### src/rtl/battleship_game_ctrl.sv
// rtl/battleship_game_ctrl.sv - game-flow sequencer for the battleship board
//
// Purpose: owns the attack bitmap and cursor, sequences placement/attack/view
// modes, scores shots against the placement map and drives status codes,
// hit/miss RGB and the win/lose flag.
//
// Optional feature macro: SHOT_LIMIT_EN (shot budget of MAX_SHOTS; LOST
// reachable). Undefined: unlimited shots, shots_left tied to 0.
//
// Ports:
//   clk, clr_n              clock, asynchronous active-low reset
//   mode                    00 idle, 01 placement, 10 attack, 11 view
//   btn_confirm, btn_count  debounced button levels (rising edge used)
//   ship_map                placement matrix, bit index = col*NUM_ROWS+row
//   po_load, po_clr         one-cycle placement register load / clear pulses
//   atk_map                 attacked-cell bitmap, same indexing as ship_map
//   cursor_col, cursor_row  attack cursor
//   status                  display status code
//   ships_left, shots_left  unhit ship cells / remaining shot budget
//   result_rgb              10 hit, 01 miss, 00 otherwise
//   game_over               high in WON or LOST
module battleship_game_ctrl #(
  parameter int NUM_COLS    = 5,
  parameter int NUM_ROWS    = 7,
  parameter int RESULT_HOLD = 1024,
  parameter int MAX_SHOTS   = 20
) (
  input  logic                         clk,
  input  logic                         clr_n,
  input  logic [1:0]                   mode,
  input  logic                         btn_confirm,
  input  logic                         btn_count,
  input  logic [NUM_COLS*NUM_ROWS-1:0] ship_map,
  output logic                         po_load,
  output logic                         po_clr,
  output logic [NUM_COLS*NUM_ROWS-1:0] atk_map,
  output logic [2:0]                   cursor_col,
  output logic [2:0]                   cursor_row,
  output logic [3:0]                   status,
  output logic [5:0]                   ships_left,
  output logic [5:0]                   shots_left,
  output logic [1:0]                   result_rgb,
  output logic                         game_over
);

`ifdef SHOT_LIMIT_EN
  localparam bit SHOT_LIMIT = 1'b1;
`else
  localparam bit SHOT_LIMIT = 1'b0;
`endif
  localparam logic [5:0] SHOTS_INIT = SHOT_LIMIT ? 6'(MAX_SHOTS) : 6'd0;
  localparam int         HW         = $clog2(RESULT_HOLD + 1);

  typedef enum logic [2:0] {
    S_IDLE, S_PLACE, S_SELECT, S_CHECK, S_RESULT, S_WON, S_LOST, S_VIEW
  } state_t;

  state_t        state, next_state;
  logic          confirm_prev, count_prev;
  logic          confirm_pulse, count_pulse;
  logic          load_pend;
  logic [HW-1:0] hold_cnt;
  logic          hold_done;
  logic [5:0]    idx;
  logic          already, hit;
  logic          shots_out;
  logic          enter_idle;

  assign confirm_pulse = btn_confirm & ~confirm_prev;
  assign count_pulse   = btn_count & ~count_prev;
  assign idx           = 6'(cursor_col) * 6'(NUM_ROWS) + 6'(cursor_row);
  assign already       = atk_map[idx];
  assign hit           = ship_map[idx];
  assign hold_done     = (hold_cnt == HW'(RESULT_HOLD - 1));
  assign shots_out     = SHOT_LIMIT && (shots_left == 6'd0);
  assign enter_idle    = (next_state == S_IDLE) && (state != S_IDLE);
  assign game_over     = (state == S_WON) || (state == S_LOST);

  always_comb begin
    next_state = state;
    unique case (state)
      S_IDLE:   if (mode == 2'b01) next_state = S_PLACE;
                else if (mode == 2'b11) next_state = S_VIEW;
      S_PLACE:  if (mode == 2'b00) next_state = S_IDLE;
                else if (mode == 2'b10 && ships_left != 6'd0) next_state = S_SELECT;
      S_SELECT: if (mode != 2'b10) next_state = S_IDLE;
                else if (confirm_pulse) next_state = S_CHECK;
      S_CHECK:  next_state = (mode != 2'b10) ? S_IDLE : S_RESULT;
      S_RESULT: if (mode != 2'b10) next_state = S_IDLE;
                else if (hold_done) begin
                  if (ships_left == 6'd0) next_state = S_WON;
                  else if (shots_out) next_state = S_LOST;
                  else next_state = S_SELECT;
                end
      S_WON, S_LOST: if (mode == 2'b00) next_state = S_IDLE;
      S_VIEW:   if (mode == 2'b00) next_state = S_IDLE;
                else if (mode == 2'b01) next_state = S_PLACE;
      default:  next_state = S_IDLE;
    endcase
  end

  always_ff @(posedge clk or negedge clr_n) begin
    if (!clr_n) begin
      state        <= S_IDLE;
      confirm_prev <= 1'b0;
      count_prev   <= 1'b0;
      load_pend    <= 1'b0;
      po_load      <= 1'b0;
      po_clr       <= 1'b0;
      hold_cnt     <= '0;
      atk_map      <= '0;
      cursor_col   <= 3'd0;
      cursor_row   <= 3'd0;
      ships_left   <= 6'd0;
      shots_left   <= SHOTS_INIT;
      status       <= 4'd0;
      result_rgb   <= 2'b00;
    end else begin
      state        <= next_state;
      confirm_prev <= btn_confirm;
      count_prev   <= btn_count;
      po_load      <= (state == S_PLACE) && (next_state == S_PLACE) && confirm_pulse;
      // Placement register output is valid the cycle after po_load.
      load_pend    <= po_load;
      po_clr       <= enter_idle;
      hold_cnt     <= (state == S_RESULT && next_state == S_RESULT) ? hold_cnt + 1'b1 : '0;

      // Clearing while resident in IDLE lets an aborted CHECK still commit
      // its bitmap update on the abort edge before the board is wiped.
      if (state == S_IDLE) begin
        atk_map    <= '0;
        cursor_col <= 3'd0;
        cursor_row <= 3'd0;
        ships_left <= 6'd0;
        shots_left <= SHOTS_INIT;
      end

      if (state == S_PLACE && load_pend)
        ships_left <= 6'($countones(ship_map));

      // Confirm wins over count: a leaving SELECT never moves the cursor.
      if (state == S_SELECT && next_state == S_SELECT && count_pulse) begin
        if (cursor_row == 3'(NUM_ROWS - 1)) begin
          cursor_row <= 3'd0;
          cursor_col <= (cursor_col == 3'(NUM_COLS - 1)) ? 3'd0 : cursor_col + 3'd1;
        end else begin
          cursor_row <= cursor_row + 3'd1;
        end
      end

      if (state == S_CHECK && !already) begin
        atk_map[idx] <= 1'b1;
        if (hit) ships_left <= ships_left - 6'd1;
        if (SHOT_LIMIT && shots_left != 6'd0) shots_left <= shots_left - 6'd1;
      end

      case (next_state)
        S_IDLE:   status <= 4'd0;
        S_PLACE:  status <= 4'd1;
        S_SELECT: status <= 4'd2;
        S_CHECK:  status <= 4'd2;
        S_RESULT: if (state == S_CHECK) status <= already ? 4'd5 : (hit ? 4'd3 : 4'd4);
        S_WON:    status <= 4'd6;
        S_LOST:   status <= 4'd7;
        S_VIEW:   status <= 4'd8;
        default:  status <= 4'd0;
      endcase

      if (state == S_CHECK && next_state == S_RESULT)
        result_rgb <= already ? 2'b00 : (hit ? 2'b10 : 2'b01);
      else if (next_state != S_RESULT)
        result_rgb <= 2'b00;
    end
  end

endmodule
### config.mk
export PLATFORM = sky130hd
export DESIGN_NAME = battleship_game_ctrl
export DESIGN_NICKNAME = d
export VERILOG_FILES = /design/src/rtl/battleship_game_ctrl.sv
export SDC_FILE = /design/constraint.sdc
export NUM_CORES = 1
export LEC_CHECK = 0
export ABC_AREA = 0
export CORE_MARGIN = 3
export CORE_UTILIZATION = 54
export CTS_CLUSTER_SIZE = 10
export DETAILED_ROUTE_END_ITERATION = 8
export DONT_BUFFER_PORTS = 1
export PLACE_DENSITY = 0.74
export SYNTH_ARGS = -nofsm -noshare
export SYNTH_HDL_FRONTEND = slang
export SYNTH_SLANG_ARGS = --single-unit
### constraint.sdc
create_clock -name clk -period 6.58 [get_ports clk]
set_clock_uncertainty 0.15 [all_clocks]
set_input_delay 0.658 -clock clk [delete_from_list [all_inputs] [get_ports clk]]
set_output_delay 0.658 -clock clk [all_outputs]
set_load 0.02 [all_outputs]
# Yosys cells after proc, flatten, opt, wreduce, memory -nomap -nowiden
# Cells that the tools add are included.
dict set report op_classes {
  bitwise_logic 5
  muxes 42
  n_lt_le_gt_ge 2
  n_mul 1
  addsub 39
  n_eq_ne 23
  reduce_logical 23
}
# operator n
set ops {}
lappend ops {{35-bit 2-to-1 mux} 2}
lappend ops {{3-bit 2-to-1 mux} 22}
lappend ops {{35-bit bitwise OR} 1}
lappend ops {{1-bit by 1-bit adder with 2-bit output} 17}
lappend ops {{3-bit equality test, second input constant} 10}
lappend ops {{4-bit one-hot mux with 7 select lines} 1}
lappend ops {{2-bit by 2-bit adder with 3-bit output} 8}
lappend ops {{6-bit 2-to-1 mux} 4}
lappend ops {{3-bit one-hot mux with 7 select lines} 1}
lappend ops {{3-bit by 3-bit adder with 4-bit output} 4}
lappend ops {{6-bit by 3-bit adder with 6-bit output} 2}
lappend ops {{1-bit binary-select mux with 6-bit select} 2}
lappend ops {{3-bit by 2-bit equality test with 1-bit output, second input constant} 4}
lappend ops {{11-bit by 1-bit adder with 11-bit output, second input constant} 1}
lappend ops {{11-bit by 10-bit equality test with 1-bit output, second input constant} 1}
lappend ops {{1-bit logical AND} 11}
lappend ops {{11-bit 2-to-1 mux} 1}
lappend ops {{4-bit by 4-bit adder with 5-bit output} 2}
lappend ops {{2-bit 2-to-1 mux} 4}
lappend ops {{6-bit by 7-bit < comparator with 1-bit output, second input constant} 1}
lappend ops {{3-bit by 1-bit adder with 3-bit output, second input constant} 2}
lappend ops {{5-bit by 5-bit adder with 6-bit output} 1}
lappend ops {{1-bit demux with 6-bit select} 1}
lappend ops {{3-bit by 1-bit equality test with 1-bit output, second input constant} 2}
lappend ops {{21 further kinds} 30}
dict set report totals {
  out_inout_bits 62
  wordCells 148
  in_bits 41
  reg_bits 72
}

# Longest topological paths before layout
dict set report logic_depth {
  depth_word 9
  mapped_depth 19
  depth_no_buf 19
}

# Worst setup path after synthesis
# OpenSTA, ideal clock, no wires.
dict set report synth_path {
  kind {input to register}
  from {input ship_map[11]}
  to {register ships_left[4]}
  required_time_ps 6304
  setup_slack_ps 1203
  cell_stages 17
  path_buffers 0
  setup_ps 126
  arrival_time_ps 5100
  path_cell_list {inv_1 > fa_1 > inv_1 > fa_1 > inv_1 > fa_1 > fa_1 > fa_1 > fa_1 > fa_1 > fa_1 > inv_1 > a21o_1 > a21oi_1 > xnor2_1 > nor2_1 > a311o_1}
}
dict set report synth_between {
  elab_chain_cells 9
  word_cells_on_any_way 11
  cone_classes {add/sub: 6; mux: 5}
}
# element line_no
set synth_rtl {}
lappend synth_rtl {{start, declared} 33} ;# input logic [NUM_COLS*NUM_ROWS-1:0] ship_map,
lappend synth_rtl {{1-bit by 1-bit adder with 2-bit output (implied by the code)} 139} ;# ships_left <= 6'($countones(ship_map));
lappend synth_rtl {{2-bit by 2-bit adder with 3-bit output (implied by the code)} 139}
lappend synth_rtl {{3-bit by 3-bit adder with 4-bit output (implied by the code)} 139}
lappend synth_rtl {{4-bit by 4-bit adder with 5-bit output (implied by the code)} 139}
lappend synth_rtl {{5-bit by 5-bit adder with 6-bit output (implied by the code)} 139}
lappend synth_rtl {{6-bit by 3-bit adder with 6-bit output (implied by the code)} 139}
lappend synth_rtl {{6-bit 2-to-1 mux} 138} ;# if (state == S_PLACE && load_pend)
lappend synth_rtl {{6-bit 2-to-1 mux} 153} ;# if (hit) ships_left <= ships_left - 6'd1;
lappend synth_rtl {{6-bit 2-to-1 mux *} 151} ;# if (state == S_CHECK && !already) begin
lappend synth_rtl {{end signal, assigned} 139}
lappend synth_rtl {{end signal, assigned} 153}
lappend synth_rtl {{end, declared} 40} ;# output logic [5:0] ships_left,
# Mark *: on every way between the ends. The rest lies on a longest branch, timed or not. The select of a mux whose other input is x is not followed.
# A chain may end at the register's enable or synchronous reset.

# Final worst setup path
dict set report layout_path {
  from {register cursor_col[1]}
  to {register ships_left[2]}
}
dict set report layout_between {
  elab_chain_cells 7
  word_cells_on_any_way 10
  cone_classes {add/sub: 1; mul: 1; mux: 6; reduce/logical: 2}
}
# element line_no
set layout_rtl {}
lappend layout_rtl {{start, declared} 37} ;# output logic [2:0] cursor_col,
lappend layout_rtl {{start signal, assigned} 145} ;# cursor_col <= (cursor_col == 3'(NUM_COLS - 1)) ? 3'd0 : cursor_col + 3'd1;
lappend layout_rtl {{3-bit by 3-bit multiplier with 6-bit output *} 71} ;# assign idx = 6'(cursor_col) * 6'(NUM_ROWS) + 6'(cursor_row);
lappend layout_rtl {{6-bit by 3-bit adder with 6-bit output *} 71}
lappend layout_rtl {{1-bit binary-select mux with 6-bit select} 72} ;# assign already = atk_map[idx];
lappend layout_rtl {{1-bit 2-to-1 mux (implied by the code)} 72}
lappend layout_rtl {{1-bit zero test} 151}
lappend layout_rtl {{1-bit logical AND} 151}
lappend layout_rtl {{6-bit 2-to-1 mux *} 151}
# Marks and branches as above.

==> results.tsv <==
stage	metric	value	unit
critical_path	reg2reg_depth	14	
finish	num-nets-final	658	
logic_synthesis	synth_top_area_share	0.340	
grt	grt.total_usage	0.246	
timing	slew_headroom	0.464	
floorplan	coreArea	9420	um^2
clocking	cts_tree	done	
logic_synthesis	synth_edf_count	0	
logic_synthesis	netlist_area	5310	um^2
timing	max_freq	182	MHz
finish	areaGrowthSynthToFinish	5.94	%
timing	setup_viol	0	
logic_synthesis	avgSynthCellArea	9.21	um^2
clocking	clkLatencyLatePin	350	ps
logic_synthesis	syn-instance-count	576	
grt	grt_use_met1	0.299	
pwr	power.density	393	nW/um^2
critical_path	cp_max_fo	27	
timing	fin_crit_sh	0.835	
logic_synthesis	synth-main-ff-cell	dfrtp_1	
critical_path	critPathLaunch	cursor_col[1]$_DFF_PN0_	
critical_path	crit_arrival	5590	ps
logic_synthesis	synth.most_common_cell	inv_1	
pwr	vdd.ir_drop.worst	0.000250	V
finish	drive_above_1_share	0.0613	
floorplan	die_y	105	um
grt	grt_max_degree	73	
critical_path	timing.rr.end	ships_left[2]$_DFF_PN0_	
drt	ant_nets	0	
critical_path	r2r_start	cursor_col[1]$_DFF_PN0_	
grt	grtUsageMet3	0.0852	
timing	hold_slack	40.0	ps
status	status	finished, final reports clean	
timing	period_needed	5490	ps
logic_synthesis	synth_area_leaders	dfrtp_1, fa_1, inv_1	
clocking	cts_max_level	3	
grt	overflow	0	
placed_design	io_buffers	0	
grt	grt_pass1_wl	21800	um
grt	met2_usage	0.410	
drt	firstDrtPassIters	5	
clocking	postCtsHoldBufs	1	
clocking	path_clk_slew	80	ps
drt	wl_per_cell	19.0	um
logic_synthesis	synth_top_cell_by_area	dfrtp_1	
critical_path	r2r_slack	1090	ps
clocking	cts.sinks	72	
job	cap_violations	0	
clocking	cts_made_buffers	9	
logic_synthesis	yosys_warnings	0	
grt	grt_pass1_vias	4289	
drt	drt-initial-drc-count	291	
clocking	ctsRootBufferMaster	clkbuf_8	
logic_synthesis	synth_seq_cells	72	
grt	busiest_layer	met2	
timing	tns	0	ps
floorplan	die_w	105	um
placed_design	dp_hpwl	10100	um
drt	vias_per_cell	6.05	
drt	postRouteWirelength	13300	um
critical_path	critPathKind	register to register	
logic_synthesis	seq_area_frac_synth	0.340	
clocking	cts_setup_buffers	0	
critical_path	worst-endpoint-required	6680	ps
critical_path	endpoint_kind	register	
clocking	cts_resized	0	
floorplan	initial_core_util	0.564	
pwr	power_leakage	2.59	nW
logic_synthesis	async_reset_ff_frac	1.00	
floorplan	fp-row-count	35	
logic_synthesis	synth_cell_type_count	69	
timing	hold_viol_final	0	
placed_design	gp_congestion	0.934	
timing	tightest_slew	797	ps
floorplan	ios	103	
logic_synthesis	synthTopCellsByCount	inv_1, dfrtp_1, nand2_1	
floorplan	die_area	11100	um^2
finish	fill_cells	819	
drt	drc	0	
finish	n_antenna_cell	0	
min_path	holdCritPathClass	input port to asynchronous set/reset pin	
timing	slew_viol_final	0	
drt	vias	4236	
grt	grt_antenna_before_repair	0	
critical_path	crit_path_start_kind	register	
timing	rsz0062_at_grt	no	
clocking	cts_buffer_depth	2	
## per-layer routing
| metal | part of all wire | routed length [um] | vias to the layer above |
|---|---|---|---|
| li1 | - | - | 1953 |
| met5 | 0 | 0 | - |
| met3 | 0.084 | 1110 | 29 |
| met1 | 0.39 | 5260 | 2089 |
| met4 | 0.021 | 282 | 0 |
| met2 | 0.50 | 6670 | 165 |
## through the flow
| step | total power [mW] | utilization | area, um^2 | cells | worst slack [ps] |
|---|---|---|---|---|---|
| after CTS | 2.21 | 0.597 | 5620 | 700 | 1140 |
| after detailed placement | 1.78 | 0.571 | 5380 | 683 | 996 |
| after global placement | 1.74 | 0.571 | 5380 | 683 | 1090 |
| final | 2.21 | 0.597 | 5620 | 700 | 1090 |
| after global routing | 2.38 | 0.597 | 5620 | 700 | 778 |
| after floorplan | 1.51 | - | 5330 | 581 | 1200 |
## cell type report
| type | count | area, um^2 | share of cell area |
|---|---|---|---|
| clock buffer | 10 | 128 | 0.0227 |
| clock inverter | 6 | 90.1 | 0.0160 |
| inverter | 85 | 319 | 0.0568 |
| multi-input combinational | 392 | 3060 | 0.544 |
| sequential | 72 | 1800 | 0.320 |
| tap | 129 | 161 | 0.0287 |
| timing repair buffer | 6 | 65.1 | 0.0116 |
## flip-flops by register name, indices dropped and copies added (netlist names)
| name | flops |
|---|---|
| atk_map | 35 |
| confirm_prev | 1 |
| count_prev | 1 |
| cursor_col | 3 |
| cursor_row | 3 |
| hold_cnt | 11 |
| load_pend | 1 |
| po_clr | 1 |
| po_load | 1 |
| result_rgb | 2 |
| ships_left | 6 |
| state | 3 |
| status | 4 |
## cell families (layout without fill, tap and decap cells)
family / count (synthesis) / in the layout / share of synthesized area
multiplexers: 24 / 24 / 0.0526
XOR/XNOR: 17 / 17 / 0.0281
other: 1 / 6 / 0.000707
AO/OA/AOI/OAI: 121 / 121 / 0.161
flip-flops: 72 / 72 / 0.340
adder cells (fa/ha/maj): 51 / 51 / 0.164
buffers and inverters: 117 / 107 / 0.0884
AND/OR/NAND/NOR: 173 / 173 / 0.166
## power breakdown
group          leakage (nW)  internal, mW  switching [mW]
clock network         0.107         0.216           0.180
registers             0.989         0.486           0.114
logic                  1.49         0.482           0.729
## worst max path at each step
| stage | cells past startpoint | slack [ps] | end |
|---|---|---|---|
| 3_5_place_dp | 17 | 1000 | ships_left[4]$_DFF_PN0_ |
| 4_1_cts | 14 | 1140 | ships_left[2]$_DFF_PN0_ |
| 2_1_floorplan | 17 | 1200 | ships_left[4]$_DFF_PN0_ |
| 3_3_place_gp | 17 | 1090 | ships_left[4]$_DFF_PN0_ |
| 6_report | 14 | 1090 | ships_left[2]$_DFF_PN0_ |
| 5_1_grt | 13 | 780 | ships_left[2]$_DFF_PN0_ |
## worst max-delay path, stage by stage, from the launching register on
cell and delay, ps:
dfrtp_1 560, fa_1 570, inv_1 50, fa_1 470
inv_1 70, fa_2 990, buf_4 350, mux2i_1 280
o211ai_1 120, a211o_1 290, nand4_1 100, o41a_1 250
nand4bb_1 530, o32a_1 510, o211ai_1 80
## placed cells by master, fill, tap and decap left out, types with 4 or more instances in the layout
master    count
xnor2_1       9
o211ai_1      5
nor2b_1       5
nand3_1      24
nor3_1        9
buf_4         5
inv_1        85
nand3b_1      5
o21ai_0      30
ha_1         20
xor2_1        8
mux2i_1      20
nor2_1       41
fa_1         30
nor4_1        4
dfrtp_1      72
a21o_1        4
and3_1        4
a32o_1        6
nand2_1      48
a21oi_1      20
a22o_1       18
a311o_1       4
nand2b_1      7
nand4_1       7
conb_1        6
clkbuf_8      9
Power figures use the tool's default switching activity.
